===== config.mk =====
export PLATFORM = sky130hd
export DESIGN_NAME = core_power_sequencer
export DESIGN_NICKNAME = d
export VERILOG_FILES = /design/src/rtl/core_seq_pkg.sv /design/src/rtl/seq_delay_counter.sv /design/src/rtl/core_power_sequencer.sv
export SDC_FILE = /design/constraint.sdc
export NUM_CORES = 1
export LEC_CHECK = 0
export CAP_MARGIN = 25
export CORE_MARGIN = 2
export CORE_UTILIZATION = 35
export CTS_BUF_LIST = sky130_fd_sc_hd__clkbuf_8
export CTS_CLUSTER_SIZE = 14
export DETAILED_ROUTE_END_ITERATION = 8
export SYNTH_ARGS = -nofsm -noshare
export SYNTH_HDL_FRONTEND = slang
export SYNTH_SLANG_ARGS = --single-unit

===== constraint.sdc =====
create_clock -name clk_i -period 1.66 [get_ports clk_i]
set_clock_uncertainty 0.1 [all_clocks]
set_input_delay 0.332 -clock clk_i [delete_from_list [all_inputs] [get_ports clk_i]]
set_output_delay 0.332 -clock clk_i [all_outputs]
set_load 0.1 [all_outputs]

===== src/rtl/core_seq_pkg.sv =====
// Shared types for the core power sequencer: FSM state
// encoding, command opcodes and an elaboration helper.
package core_seq_pkg;

  typedef enum logic [2:0] {
    ST_OFF,
    ST_CLK_ON,
    ST_RUN,
    ST_DRAIN,
    ST_RST_ON
  } core_seq_state_e;

  localparam logic CORE_SEQ_OP_START = 1'b1;
  localparam logic CORE_SEQ_OP_STOP  = 1'b0;

  function automatic int unsigned seq_max(
    input int unsigned a,
    input int unsigned b
  );
    return (a > b) ? a : b;
  endfunction

endpackage


===== src/rtl/seq_delay_counter.sv =====
// Loadable down-counter that saturates at zero.
// Ports: clk_i, rst_i (sync high), load, value[W-1:0], zero.
module seq_delay_counter #(
  parameter int unsigned W = 3
) (
  input  logic         clk_i,
  input  logic         rst_i,
  input  logic         load,
  input  logic [W-1:0] value,
  output logic         zero
);

  logic [W-1:0] cnt;

  always_ff @(posedge clk_i) begin
    if (rst_i) begin
      cnt <= '0;
    end else if (load) begin
      cnt <= value;
    end else if (cnt != '0) begin
      cnt <= cnt - W'(1);
    end
  end

  assign zero = (cnt == '0);

endmodule


===== src/rtl/core_power_sequencer.sv =====
// Core clock-enable / reset sequencer between the scratchpad
// controller register file and the core clock-gate/reset pins.
// Ports: clk_i, rst_i (sync high), req_valid_i, req_op_i
// (1=START, 0=STOP), req_ready_o, core_idle_i, clk_core_en_o,
// rst_n_core_o, running_o, busy_o, timeout_o.
// Option: define CORE_SEQ_IDLE_TIMEOUT_EN for a drain watchdog.
module core_power_sequencer
  import core_seq_pkg::*;
#(
  parameter int unsigned CLK_TO_RST_CYCLES   = 4,
  parameter int unsigned RST_TO_CLK_CYCLES   = 4,
  parameter int unsigned IDLE_TIMEOUT_CYCLES = 1024
) (
  input  logic clk_i,
  input  logic rst_i,
  input  logic req_valid_i,
  input  logic req_op_i,
  output logic req_ready_o,
  input  logic core_idle_i,
  output logic clk_core_en_o,
  output logic rst_n_core_o,
  output logic running_o,
  output logic busy_o,
  output logic timeout_o
);

  if (CLK_TO_RST_CYCLES < 1 ||
      RST_TO_CLK_CYCLES < 1 ||
      IDLE_TIMEOUT_CYCLES < 1) begin : g_bad_cfg
    $error("core_power_sequencer: cycle params must be >= 1");
  end

  localparam int unsigned DW =
    $clog2(seq_max(CLK_TO_RST_CYCLES, RST_TO_CLK_CYCLES) + 1);

  localparam logic [DW-1:0] CLK_LOAD =
    DW'(CLK_TO_RST_CYCLES - 1);
  localparam logic [DW-1:0] RST_LOAD =
    DW'(RST_TO_CLK_CYCLES - 1);

  core_seq_state_e state;

  logic          accept;
  logic          start_go;
  logic          stop_go;
  logic          idle_go;
  logic          to_go;
  logic          drain_go;
  logic          dly_load;
  logic [DW-1:0] dly_value;
  logic          dly_zero;

  assign req_ready_o = (state == ST_OFF) ||
                       (state == ST_RUN);

  assign accept   = req_valid_i && req_ready_o;
  assign start_go = accept && (state == ST_OFF) &&
                    (req_op_i == CORE_SEQ_OP_START);
  assign stop_go  = accept && (state == ST_RUN) &&
                    (req_op_i == CORE_SEQ_OP_STOP);
  assign idle_go  = (state == ST_DRAIN) && core_idle_i;
  assign drain_go = idle_go || to_go;

  // One counter times both the power-up and power-down gaps;
  // it is loaded on the transition into CLK_ON or RST_ON.
  assign dly_load  = start_go || drain_go;
  assign dly_value = start_go ? CLK_LOAD : RST_LOAD;

  seq_delay_counter #(
    .W (DW)
  ) u_dly (
    .clk_i (clk_i),
    .rst_i (rst_i),
    .load  (dly_load),
    .value (dly_value),
    .zero  (dly_zero)
  );

`ifdef CORE_SEQ_IDLE_TIMEOUT_EN
  localparam int unsigned TW = (IDLE_TIMEOUT_CYCLES > 1) ?
    $clog2(IDLE_TIMEOUT_CYCLES) : 1;
  localparam logic [TW-1:0] TO_LAST =
    TW'(IDLE_TIMEOUT_CYCLES - 1);

  logic [TW-1:0] to_cnt;
  logic          to_flag;

  // Idle wins over the watchdog when both hit the same cycle.
  assign to_go = (state == ST_DRAIN) && !core_idle_i &&
                 (to_cnt == TO_LAST);

  always_ff @(posedge clk_i) begin
    if (rst_i) begin
      to_cnt  <= '0;
      to_flag <= 1'b0;
    end else begin
      if (stop_go) begin
        to_cnt <= '0;
      end else if (state == ST_DRAIN &&
                   to_cnt != TO_LAST) begin
        to_cnt <= to_cnt + TW'(1);
      end
      if (start_go) begin
        to_flag <= 1'b0;
      end else if (to_go) begin
        to_flag <= 1'b1;
      end
    end
  end

  assign timeout_o = to_flag;
`else
  assign to_go     = 1'b0;
  assign timeout_o = 1'b0;
`endif

  // Outputs change only together with the state register, so
  // each one is a flop and never glitches.
  always_ff @(posedge clk_i) begin
    if (rst_i) begin
      state         <= ST_OFF;
      clk_core_en_o <= 1'b0;
      rst_n_core_o  <= 1'b0;
      running_o     <= 1'b0;
      busy_o        <= 1'b0;
    end else begin
      unique case (state)
        ST_OFF: begin
          if (start_go) begin
            state         <= ST_CLK_ON;
            clk_core_en_o <= 1'b1;
            busy_o        <= 1'b1;
          end
        end
        ST_CLK_ON: begin
          if (dly_zero) begin
            state        <= ST_RUN;
            rst_n_core_o <= 1'b1;
            running_o    <= 1'b1;
            busy_o       <= 1'b0;
          end
        end
        ST_RUN: begin
          if (stop_go) begin
            state     <= ST_DRAIN;
            running_o <= 1'b0;
            busy_o    <= 1'b1;
          end
        end
        ST_DRAIN: begin
          if (drain_go) begin
            state        <= ST_RST_ON;
            rst_n_core_o <= 1'b0;
          end
        end
        ST_RST_ON: begin
          if (dly_zero) begin
            state         <= ST_OFF;
            clk_core_en_o <= 1'b0;
            busy_o        <= 1'b0;
          end
        end
        default: begin
          state         <= ST_OFF;
          clk_core_en_o <= 1'b0;
          rst_n_core_o  <= 1'b0;
          running_o     <= 1'b0;
          busy_o        <= 1'b0;
        end
      endcase
    end
  end

endmodule


==> impl_metrics.yaml <==
job:
  maxCapViolations: 0
setup_path:
  crit_path_start_kind: "flop"
  required_ns: 1.23
  crit_start: "state[0]"
  r2r-start: "u_dly.cnt[0]"
  rrSetupSlack_ns: 0.16
  worstSetupPathType: "flop to output port"
  critPathArrivalTime_ns: 1.06
  ff2ff_path_depth: 5
  rr_endpoint: "busy_o"
  endpoint: "req_ready_o"
  critPathCaptureType: "output port"
  crit_fanout: 12
clock_tree:
  cts_htree_levels: 1
  cts.sinks: 10
  ctsHoldBuffers: 0
  tritoncts: "yes"
  clk_path_buf_depth: 2
  cts_inserted_buffers: 3
  clk_pin_slew_ns: 0.05
  clk_latency_ns: 0.24
  cts_root_buf: "clkbuf_8"
power:
  peakVddDrop_mv: 0.674
  seqPwrFrac: 0.286
  clock_power_share: 0.239
  p_sw_frac: 0.405
  p_sw_uw: 520
  p_leak_nw: 0.342
  p_int_uw: 763
  comb_power_share: 0.476
  finalPower_mw: 1.28
  powerDensity_nw_per_um2: 1450
detailed_routing:
  drtIter0Drc: 11
  wl_per_cell_um: 11.6
  drt_pass1_iterations: 4
  drc: 0
  vias: 559
  postRouteAntennaNets: 0
  wl_um: 1320
  vias_per_cell: 4.90
synth:
  synth_warnings: 0
  yosys.area.top_type: "dfxtp_1"
  postSynthAreaPerCell_um2: 8.41
  ys_seq_area_frac: 0.317
  synth_top_area_share: 0.317
  synth_cell_types: 36
  syn_inst: 75
  ys_seq_elements: 10
  synthTopCellsByArea: "dfxtp_1, a21oi_1, a2111oi_2"
  netlist_area_um2: 631
  synth_nets: 82
finish:
  fillCellCount: 161
  instances_no_fill: 114
  drive_above_1_share: 0.292
  stdcell_area_um2: 882
  nNetsFinal: 97
  diodes: 0
  areaGrowthSynthToFinish_pct: 39.9
global_routing:
  grt_antenna_before_repair: 0
  grtUsageTotal: 0.158
  grt_first_pass_wirelength_um: 2360
  grt_pass1_vias: 552
  grt_overflow: 0
  grt_max_degree: 17
timing:
  holdWs_ns: 0.451
  setup_viol: 0
  hold_viol_final: 0
  fmax_ghz: 0.668
  slew_violations: 0
  period_minus_slack_ns: 1.50
  setup_ws_ns: 0.163
  rsz0062_at_grt: "false"
  fin_crit_sh: 0.902
die:
  core_um2: 1710
  initial_core_util: 0.369
  die_x_um: 46.4
  row_count: 15
  fp.dieH_um: 46.4
  floorplan.die_area_um2: 2160
  pin_count: 11
placement:
  placed_cell_area_um2: 825
  placedCellCount: 110
  pre_cts_ws_ns: -0.0301
  place_hpwl_um: 947
  gp_congestion: 0.768
  numPortBuffers: 9
worst_hold_path:
  min_from: "running_o"
  min_path_type: "flop to flop"
status:
  status: "finished, final reports clean"
-- power by group through the flow --
stage / clock [mW] / combinational, mW / sequential [mW]
2_1_floorplan: 0 / 0.349 / 0.459
3_3_place_gp: 0 / 0.606 / 0.366
3_5_place_dp: 0 / 0.612 / 0.367
4_1_cts: 0.315 / 0.616 / 0.364
5_1_grt: 0.341 / 0.658 / 0.376
6_report: 0.306 / 0.610 / 0.366
-- metrics by stage --
stage / util / setup TNS (ns)
after CTS: 0.515 / 0
after floorplan: - / 0
after global placement: 0.483 / -0.00862
final: 0.516 / 0
after global routing: 0.516 / 0
after detailed placement: 0.483 / -0.0419
-- layer usage --
metal	up-vias	global-route usage	share of wire
met1	257	0.216	0.50
met2	10	0.225	0.45
li1	290	-	-
met4	0	0.0743	0.0091
met3	2	0.0471	0.041
met5	-	0	0
-- synthesized netlist by cell type --
| master | number |
|---|---|
| and2b_2 | 1 |
| o22ai_1 | 1 |
| nor3b_1 | 1 |
| xor2_2 | 1 |
| inv_1 | 4 |
| a21o_1 | 1 |
| clkbuf_2 | 2 |
| nand3b_1 | 2 |
| conb_1 | 1 |
| a22oi_1 | 1 |
| and4_1 | 1 |
| nand2_1 | 5 |
| a311o_1 | 1 |
| xor2_1 | 1 |
| nand4b_1 | 1 |
| xnor2_1 | 2 |
| o21ai_0 | 2 |
| a21boi_0 | 1 |
| nor2_1 | 5 |
| a2bb2oi_1 | 1 |
| dfxtp_1 | 10 |
| buf_4 | 2 |
| a21oi_1 | 7 |
| a22o_2 | 1 |
| buf_2 | 2 |
| buf_6 | 1 |
| nor4b_1 | 1 |
| and2b_1 | 1 |
| o21a_1 | 1 |
| nand4_1 | 1 |
| nand2b_1 | 2 |
| nand3_1 | 2 |
| nor3_1 | 4 |
| a2111oi_2 | 2 |
| a31oi_1 | 1 |
| ha_1 | 2 |
-- flip-flops by register name, indices dropped and copies added (netlist names) --
signal	flops
busy_o	1
running_o	1
rst_n_core_o	1
u_dly.cnt	3
clk_core_en_o	1
state	3
-- layout by cell type (no fill, tap or decap), types with 2 or more instances in the layout --
cell type,synthesis,final
nor3_1,4,4
buf_4,2,8
dfxtp_1,10,7
nand2b_1,2,2
clkbuf_8,0,4
nand3b_1,2,2
xnor2_1,2,2
inv_1,4,4
o21ai_0,2,2
a21oi_1,7,7
nor2_1,5,4
dfxtp_2,0,3
ha_1,2,2
buf_12,0,5
nand3_1,2,2
nand2_1,5,5
clkdlybuf4s50_1,0,4
a2111oi_2,2,2
-- cell families after synthesis --
family	Yosys count	synth area share
compound gates	20	0.232
xor+xnor	4	0.0675
fa+ha+maj	2	0.0397
buf+inv	11	0.0972
flops	10	0.317
other cells	1	0.00595
simple gates	27	0.240
-- critical path, cell delays in order, from the launching register on --
cell and delay [ns]:
dfxtp_2 0.38, buf_4 0.16, nor2_4 0.11, buf_12 0.18
-- how the worst min path moves through the flow --
stage	endpoint	slack [ns]	cells past startpoint
after global routing	u_dly.cnt[1]	0.49	2
after floorplan	state[2]	0.40	2
after CTS	running_o	0.45	2
final	running_o	0.45	2
after detailed placement	running_o	0.43	2
after global placement	running_o	0.43	2
-- repair_timing --
item,CTS,global route
setup buffers,0,0
endpoints found under the setup margin,0,2
resized for setup,0,2
-- area by class of cell --
class	instances	area [um^2]	share of cell area
Clock buffer	4	55.1	0.0624
Tap cell	25	31.3	0.0355
Timing Repair Buffer	17	200	0.227
Inverter	4	15.0	0.0170
Multi-Input combinational cell	54	377	0.427
Sequential cell	10	204	0.231
Note: power is estimated with default switching activity, not from simulation.
